File: src/rtl/wb_port_arbiter_pkg.sv
// Shared core types for the writeback port arbiter: scoreboard tag width, data width,
// exception record and the bundled writeback port.
package wb_port_arbiter_pkg;

  localparam int unsigned XLEN          = 64;
  localparam int unsigned TRANS_ID_BITS = 3;

  typedef struct packed {
    logic [XLEN-1:0] cause;
    logic [XLEN-1:0] tval;
    logic            valid;
  } exception_t;

  typedef struct packed {
    logic                     valid;
    logic [TRANS_ID_BITS-1:0] trans_id;
    logic [XLEN-1:0]          data;
    exception_t               ex;
  } wb_port_t;

endpackage

File: src/rtl/wb_port_arbiter_rr_multi_pick.sv
// Combinational round-robin picker: grants up to NR_WB_PORTS valid requesters scanned from
// i_ptr, the n-th grant in scan order lands on port n, and returns the pointer past the last grant.
module rr_multi_pick #(
  parameter int unsigned NR_REQ      = 4,
  parameter int unsigned NR_WB_PORTS = 2,
  parameter int unsigned PTR_W       = 2
) (
  input  logic [NR_REQ-1:0]                  i_valid,
  input  logic [PTR_W-1:0]                   i_ptr,
  output logic [NR_WB_PORTS-1:0][NR_REQ-1:0] o_grant,
  output logic [NR_REQ-1:0]                  o_ready,
  output logic [PTR_W-1:0]                   o_ptr_next
);

  localparam int unsigned CNT_W = $clog2(NR_WB_PORTS + 1);

  always_comb begin
    logic [PTR_W:0]   sum;
    logic [PTR_W-1:0] idx;
    logic [CNT_W-1:0] cnt;
    o_grant    = '0;
    o_ready    = '0;
    o_ptr_next = i_ptr;
    sum        = '0;
    idx        = '0;
    cnt        = '0;
    for (int unsigned i = 0; i < NR_REQ; i++) begin
      // Scan position i maps to requester (ptr + i) mod NR_REQ.
      sum = {1'b0, i_ptr} + (PTR_W + 1)'(i);
      if (sum >= (PTR_W + 1)'(NR_REQ)) begin
        sum = sum - (PTR_W + 1)'(NR_REQ);
      end
      idx = sum[PTR_W-1:0];
      if (i_valid[idx] && (cnt < CNT_W'(NR_WB_PORTS))) begin
        for (int unsigned p = 0; p < NR_WB_PORTS; p++) begin
          if (cnt == CNT_W'(p)) begin
            o_grant[p][idx] = 1'b1;
          end
        end
        o_ready[idx] = 1'b1;
        cnt          = cnt + CNT_W'(1);
        o_ptr_next   = (idx == PTR_W'(NR_REQ - 1)) ? '0 : idx + PTR_W'(1);
      end
    end
  end

endmodule

File: src/rtl/wb_port_arbiter.sv
// Writeback port arbiter: round-robin selects up to NR_WB_PORTS functional-unit results per
// cycle and registers them onto the scoreboard writeback ports.
module wb_port_arbiter
  import wb_port_arbiter_pkg::*;
#(
  parameter int unsigned NR_REQ      = 4,
  parameter int unsigned NR_WB_PORTS = 2
) (
  input  logic                                         clk_i,
  input  logic                                         rst_i,
  input  logic                                         flush_i,
  input  logic [NR_REQ-1:0]                            req_valid_i,
  output logic [NR_REQ-1:0]                            req_ready_o,
  input  logic [NR_REQ-1:0][TRANS_ID_BITS-1:0]         req_trans_id_i,
  input  logic [NR_REQ-1:0][XLEN-1:0]                  req_data_i,
  input  exception_t [NR_REQ-1:0]                      req_ex_i,
  output logic [NR_WB_PORTS-1:0]                       wt_valid_o,
  output logic [NR_WB_PORTS-1:0][TRANS_ID_BITS-1:0]    trans_id_o,
  output logic [NR_WB_PORTS-1:0][XLEN-1:0]             wbdata_o,
  output exception_t [NR_WB_PORTS-1:0]                 ex_o
);

  localparam int unsigned PTR_W = (NR_REQ > 1) ? $clog2(NR_REQ) : 1;

  if ((NR_WB_PORTS < 1) || (NR_REQ < NR_WB_PORTS)) begin : g_param_check
    $error("wb_port_arbiter: requires NR_REQ >= NR_WB_PORTS >= 1");
  end

  logic [NR_REQ-1:0]                  w_req_valid;
  logic [NR_WB_PORTS-1:0][NR_REQ-1:0] w_grant;
  logic [NR_REQ-1:0]                  w_ready;
  logic [PTR_W-1:0]                   w_ptr_next;
  wb_port_t [NR_WB_PORTS-1:0]         w_port_d;

  logic [PTR_W-1:0]                   r_rr_ptr;
  wb_port_t [NR_WB_PORTS-1:0]         r_port;

  // Masking the requests during reset/flush yields no grants, so the pointer holds for free.
  assign w_req_valid = (rst_i || flush_i) ? '0 : req_valid_i;

  rr_multi_pick #(
    .NR_REQ      (NR_REQ),
    .NR_WB_PORTS (NR_WB_PORTS),
    .PTR_W       (PTR_W)
  ) u_rr_multi_pick (
    .i_valid    (w_req_valid),
    .i_ptr      (r_rr_ptr),
    .o_grant    (w_grant),
    .o_ready    (w_ready),
    .o_ptr_next (w_ptr_next)
  );

  assign req_ready_o = w_ready;

  always_comb begin
    w_port_d = '0;
    for (int unsigned p = 0; p < NR_WB_PORTS; p++) begin
      for (int unsigned k = 0; k < NR_REQ; k++) begin
        if (w_grant[p][k]) begin
          w_port_d[p].valid    = 1'b1;
          w_port_d[p].trans_id = req_trans_id_i[k];
          w_port_d[p].data     = req_data_i[k];
          w_port_d[p].ex       = req_ex_i[k];
        end
      end
    end
  end

  always_ff @(posedge clk_i) begin
    if (rst_i) begin
      r_rr_ptr <= '0;
      r_port   <= '0;
    end else begin
      r_rr_ptr <= w_ptr_next;
      r_port   <= w_port_d;
    end
  end

  for (genvar p = 0; p < NR_WB_PORTS; p++) begin : g_out
    assign wt_valid_o[p] = r_port[p].valid;
    assign trans_id_o[p] = r_port[p].trans_id;
    assign wbdata_o[p]   = r_port[p].data;
    assign ex_o[p]       = r_port[p].ex;
  end

endmodule
File: config.mk
export PLATFORM = sky130hd
export DESIGN_NAME = wb_port_arbiter
export DESIGN_NICKNAME = d
export VERILOG_FILES = /design/src/rtl/wb_port_arbiter_pkg.sv /design/src/rtl/wb_port_arbiter_rr_multi_pick.sv /design/src/rtl/wb_port_arbiter.sv
export SDC_FILE = /design/constraint.sdc
export NUM_CORES = 1
export LEC_CHECK = 0
export ABC_AREA = 1
export ABC_CLOCK_PERIOD_IN_PS = 4440
export BUFFER_PORTS_ARGS = -buffer_cell sky130_fd_sc_hd__buf_2
export CAP_MARGIN = 20
export CORE_AREA = 5 5 459 461
export DETAILED_ROUTE_END_ITERATION = 12
export DIE_AREA = 0 0 464 466
export GPL_TIMING_DRIVEN = 0
export PLACE_DENSITY = 0.3
export SLEW_MARGIN = 20
export SYNTH_ARGS = -nofsm -noshare
export SYNTH_HDL_FRONTEND = slang
export SYNTH_SLANG_ARGS = --single-unit
File: constraint.sdc
create_clock -name clk_i -period 4.44 [get_ports clk_i]
set_input_delay 1.11 -clock clk_i [delete_from_list [all_inputs] [get_ports clk_i]]
set_output_delay 1.11 -clock clk_i [all_outputs]
set_load 0.01 [all_outputs]
## Word level (Yosys, flattened, before mapping)

Index checks and enable logic that the tools add are counted.

- Register bits after elaboration: 396
- Latch bits: 0
- Memory bits (writable): 0
- Bits in read-only memories: 0
- Bits of input ports: 791
- Output and inout port bits: 398
- Word-level logic and storage cells: 120
- Memories: 0

- Add/sub/neg operators: 13
- Multiply operators: 0
- Div/mod/pow operators: 0
- Order comparisons: 15
- Equality and inequality tests: 7
- Shift operators: 0
- Mux-type cells: 53
- Bitwise logic cells: 7
- Reduce and logical (&&, ||, !) cells: 12

Operators with widths:

| kind | number |
|---|---|
| two-way mux 197 bit | 8 |
| two-way mux 4 bit | 11 |
| two-way mux 2 bit | 14 |
| bitwise OR 4 bit | 7 |
| two-way mux 8 bit | 3 |
| less-than comparator 2 x 3 -> 1 bit, second input constant | 4 |
| adder 2 x 1 -> 2 bit, second input constant | 5 |
| greater-or-equal comparator 3 bit, second input constant | 3 |
| two-way mux 1 bit | 9 |
| binary-select mux 1 bit (select 2 bit) | 4 |
| demux 1 bit (select 2 bit) | 4 |
| == test 2 bit, second input constant | 4 |
| greater-or-equal comparator 2 x 1 -> 1 bit, second input constant | 4 |
| subtractor 2 x 1 -> 2 bit, second input constant | 4 |
| logical AND 1 bit | 7 |
| adder 2 x 2 -> 3 bit, second input constant | 2 |
| logical NOT 2 bit | 3 |
| == test 2 x 1 -> 1 bit, second input constant | 2 |
| less-than comparator 2 bit, second input constant | 2 |
| nonzero test 4 bit | 1 |
| adder 2 x 1 -> 3 bit, second input constant | 1 |
| greater-or-equal comparator 2 x 3 -> 1 bit, second input constant | 1 |
| adder 1 x 1 -> 2 bit, second input constant | 1 |
| less-than comparator 1 x 2 -> 1 bit, second input constant | 1 |
| 2 further kinds | 2 |

## Depth between registers and ports, before layout

- Word-level depth: 20
- Depth in mapped cells: 20
- Gate-level depth less buffers: 18

## Modules after synthesis

Synthesis repeated with hierarchy kept, for this count alone.

- Cells, all modules: 4024
- Area total of the unflattened synthesis: 24199.5 sq um

By module, submodules not included:

| module | times used | cells an instance | area an instance (sq um) | seq. area each (sq um) |
|---|---|---|---|---|
| wb_port_arbiter | 1 | 3879 | 23351.1 | 7927.6 |
| rr_multi_pick | 1 | 145 | 848.3 | 0.0 |

## Least setup slack after synthesis

Ideal clock, no wire load.

- Path type: input to output
- Start: input port flush_i
- End: output port req_ready_o[3]
- Arrival time: 2.733 ns
- Required time: 3.330 ns
- Setup slack: 0.597 ns
- Cell stages on the path: 13
- Path buffers: 0
- Cell sequence: nor2_4 nand3_1 nand3_2 nand2_4 inv_1 ha_1 inv_1 nand2_2 nor2_4 nand2_4 nand2_4 nor2_4 or4_1

- Cells in the longest elaborated chain, start to end: 14
- Elaborated cells between the ends (all ways): 28
- Classes of those cells: 2 x add/sub; 3 x order compare; 16 x mux; 3 x bitwise; 4 x reduce/logical

Ends and longest elaborated chain:

| element | RTL line | source |
|---|---|---|
| start: declaration | wb_port_arbiter.sv:11 | `input logic flush_i,` |
| logical OR 1 bit * | wb_port_arbiter.sv:39 | `assign w_req_valid = (rst_i \|\| flush_i) ? '0 : req_valid_i;` |
| two-way mux 4 bit * | wb_port_arbiter.sv:39 |  |
| binary-select mux 1 bit (select 2 bit) | wb_port_arbiter_rr_multi_pick.sv:34 | `if (i_valid[idx] && (cnt < CNT_W'(NR_WB_PORTS))) begin` |
| two-way mux 1 bit (implied by the code) | wb_port_arbiter_rr_multi_pick.sv:34 |  |
| two-way mux 1 bit | wb_port_arbiter_rr_multi_pick.sv:34 |  |
| less-than comparator 1 x 2 -> 1 bit | wb_port_arbiter_rr_multi_pick.sv:34 |  |
| logical AND 1 bit | wb_port_arbiter_rr_multi_pick.sv:34 |  |
| two-way mux 2 bit | wb_port_arbiter_rr_multi_pick.sv:34 |  |
| less-than comparator 2 bit | wb_port_arbiter_rr_multi_pick.sv:34 |  |
| logical AND 1 bit | wb_port_arbiter_rr_multi_pick.sv:34 |  |
| two-way mux 2 bit | wb_port_arbiter_rr_multi_pick.sv:34 |  |
| less-than comparator 2 bit | wb_port_arbiter_rr_multi_pick.sv:34 |  |
| logical AND 1 bit | wb_port_arbiter_rr_multi_pick.sv:34 |  |
| two-way mux 4 bit * | wb_port_arbiter_rr_multi_pick.sv:34 |  |
| end: declaration | wb_port_arbiter.sv:13 | `output logic [NR_REQ-1:0] req_ready_o,` |

Mark *: on every way between the ends. The rest lies on a longest branch, timed or not. The select of a mux whose other input is x is not followed.

## Worst setup path in the final report

- Start: input port rst_i
- End: output port req_ready_o[3]

- Cells in the longest elaborated chain, start to end: 14
- Elaborated cells between the ends (all ways): 28
- Classes of those cells: 2 x add/sub; 3 x order compare; 16 x mux; 3 x bitwise; 4 x reduce/logical

Ends and longest elaborated chain:

| element | RTL line | source |
|---|---|---|
| start: declaration | wb_port_arbiter.sv:10 | `input logic rst_i,` |
| logical OR 1 bit * | wb_port_arbiter.sv:39 |  |
| two-way mux 4 bit * | wb_port_arbiter.sv:39 |  |
| binary-select mux 1 bit (select 2 bit) | wb_port_arbiter_rr_multi_pick.sv:34 |  |
| two-way mux 1 bit (implied by the code) | wb_port_arbiter_rr_multi_pick.sv:34 |  |
| two-way mux 1 bit | wb_port_arbiter_rr_multi_pick.sv:34 |  |
| less-than comparator 1 x 2 -> 1 bit | wb_port_arbiter_rr_multi_pick.sv:34 |  |
| logical AND 1 bit | wb_port_arbiter_rr_multi_pick.sv:34 |  |
| two-way mux 2 bit | wb_port_arbiter_rr_multi_pick.sv:34 |  |
| less-than comparator 2 bit | wb_port_arbiter_rr_multi_pick.sv:34 |  |
| logical AND 1 bit | wb_port_arbiter_rr_multi_pick.sv:34 |  |
| two-way mux 2 bit | wb_port_arbiter_rr_multi_pick.sv:34 |  |
| less-than comparator 2 bit | wb_port_arbiter_rr_multi_pick.sv:34 |  |
| logical AND 1 bit | wb_port_arbiter_rr_multi_pick.sv:34 |  |
| two-way mux 4 bit * | wb_port_arbiter_rr_multi_pick.sv:34 |  |

Marked as above.

==> impl_metrics.csv <==
group,metric,value,unit
yosys,synth_async_sr_flop_share,0,%
yosys,synth.distinct_cells,32,
placed_design,dp.final_hpwl,201000,um
cells_and_area,final_util,17.2,%
yosys,syn-cell-area,0.0233,sq mm
detailed_routing,routed_wl,247000,um
worst_setup_path,critical-path-max-stage-delay,0.44,ns
yosys,synth_cells,3816,
cts,cts-root-buf,"clkbuf_16",
min_path,hold_class,"reg -> reg",
die,start_util,11.3,%
cells_and_area,stdcell_count,7924,
yosys,avgSynthCellArea,6.10,sq um
yosys,yosysTopAreaCell,"dfxtp_1",
timing,setup_tns,0,ns
yosys,ys_top_cells_by_area,"dfxtp_1, a21oi_1, nand2_1",
yosys,synth_edf_count,0,
yosys,synthTopCellsByCount,"nand2_1, a21oi_1, dfxtp_1, o21ai_0, inv_1",
timing,setup_viol,0,
die,row_count,167,
flow_run,drv_cap,0,
global_routing,grt_overflow,0,
global_routing,first_global_vias,33300,
timing,rsz0062_at_grt,"false",
detailed_routing,avgViaCountPerCell,4.35,
yosys,yosysWarnings,0,
worst_setup_path,start_kind,"input port",
die,die_y,466,um
die,core_area,0.206,sq mm
placed_design,dp.cells,7711,
cts,numCtsBuffers,67,
timing,tightest_slew,1.12,ns
cells_and_area,drive_gt1_share,30.2,%
worst_setup_path,critPathCaptureType,"primary output",
worst_setup_path,critPathMostFrequentCell,"nor2_4",
die,io-pin-count,1189,
yosys,yosysMostFrequentCell,"nand2_1",
detailed_routing,drc,0,
global_routing,grt_max_degree,13,
global_routing,grt_antenna_before_repair,240,
power,p_leak,17.2,nW
global_routing,track_usage,21.7,%
detailed_routing,drt-wirelength-per-cell,31.2,um
yosys,yosysSeqAreaShare,34.1,%
cells_and_area,area_growth,52.4,%
worst_setup_path,cp.required,3.33,ns
timing,fmax,0.235,GHz
detailed_routing,dr.pass1.iters,5,
worst_setup_path,worst-setup-path-type,"in -> out",
cells_and_area,nNetsFinal,5883,
timing,min_period,4.26,ns
cts,clk_path_buf_depth,3,
yosys,yosysTopAreaCellShare,34.1,%
timing,finalMaxSlewViolations,0,
timing,slew-limit-headroom,25.1,%
power,power,30.8,mW
worst_setup_path,crit_path_top_delay_cell,"or4_4",
yosys,ys_seq_elements,396,
die,die_area,0.216,sq mm
cts,clock_latency,0.67,ns
yosys,ys.flop_type,"dfxtp_1",
die,die_w,464,um
cts,cts_tree,"done",
worst_setup_path,cp_max_fo,8,
detailed_routing,vias,34500,
placed_design,globalplace.congestion,0.911,
cells_and_area,fillers,24200,
cts,path_clk_slew,0.05,ns
detailed_routing,drtAntennaViolNets,0,
cts,h-tree-depth,3,
worst_setup_path,cp_cell_sequence,"buf_2 -> nor2_4 -> nand3_1 -> nand2_1 -> nand2_1 -> nand2_2 -> ha_1 -> inv_2 -> nand2_2 -> nor2_4 -> nand2_4 -> nand2_8 -> nor2_4 -> or4_4 -> buf_2",
status,outcome,"completed",
cts,cts.sinks,396,
timing,hold_violations,0,
yosys,syn_nets,4613,
global_routing,grt_first_pass_wirelength,320000,um
worst_setup_path,arrival,3.15,ns
detailed_routing,drtIter0Drc,3140,
placed_design,portBuffers,1188,
timing,period_share,95.9,%
timing,fin_skew,0.0325,ns
power,ir_worst_vdd,0.363,mV
timing,hold_ws,0.675,ns
power,p_per_area,867,mW/mm^2
[state kept, by name, summed over array words and instances, names as in the netlist]
signal / flops
ex_o: 258
r_rr_ptr: 2
trans_id_o: 6
wbdata_o: 128
wt_valid_o: 2
[metal layers]
metal  GRT usage (%)  routed length, um  part of all wire, %
met1            25.6              98000                   40
met2            36.7             116000                   47
met3            8.11              24300                  9.9
met4            6.12               7440                  3.0
met5               0                996                 0.40
[path summary, 6_finish.rpt]
path              slack, ns   startpoint  cells past startpoint        endpoint
setup / recovery       0.18        rst_i                     15  req_ready_o[3]
hold / removal         0.68  r_rr_ptr[0]                      4     r_rr_ptr[0]
setup reg to reg       0.26  r_rr_ptr[1]                     18    wbdata_o[80]
hold reg to reg        0.68  r_rr_ptr[0]                      4     r_rr_ptr[0]
[worst max-delay path: cells and delay by family]
family | cells | cell delay (ns)
fa+ha+maj | 1 | 0.24
buf+inv | 3 | 0.39
simple gates | 11 | 1.40
[logic make-up after synthesis]
kind of cell               Yosys count  synth area share, %
and+or+nand+nor                   1464                 25.4
AOI/OAI and AO/OA                 1392                 30.2
buffers and inverters              557                 10.0
DFF                                396                 34.1
adders and majority gates            6                0.323
xor gates and xnor gates             1               0.0376
[layout make-up]
type	count	area, sq um	area share [%]
Multi-Input combinational cell	2863	13100	36.9
Sequential cell	396	7940	22.4
Timing Repair Buffer	1201	6120	17.2
Tap cell	2704	3380	9.54
Clock buffer	87	1870	5.28
Buffer	338	1570	4.42
Inverter	219	842	2.37
Clock inverter	35	452	1.27
Antenna cell	81	203	0.571
[report_power, final]
part / internal, mW / switching, mW
Combinational: 5.51 / 14.5
Clock: 3.43 / 2.40
Sequential: 4.59 / 0.301
Total: 13.5 / 17.2
[layout by cell type (no fill, tap or decap), types with 9 or more instances in the layout]
master,count
buf_2,1336
nand2_1,1207
a21oi_1,980
o21ai_0,395
dfxtp_1,394
nand3_1,209
inv_1,208
clkbuf_1,148
diode_2,81
clkbuf_16,69
buf_4,23
clkbuf_2,18
nor2_1,17
buf_1,13
clkinvlp_4,11
nand3_2,9
[repair_timing]
item | CTS | global route
pin swaps | 3 | 3
setup endpoints to repair | 389 | 97
hold buffers | 0 | 0
resized for setup | 30 | 29
buffers inserted | 7 | 3
[through the flow]
stage               worst slack (ns)  instance area [sq um]
global route                 0.00292                  35300
CTS                          0.00389                  35200
global placement               -1.55                  32600
floorplan                      0.597                  23300
finish                         0.181                  35500
detailed placement             -1.54                  32700
Power figures use the tool's default switching activity.
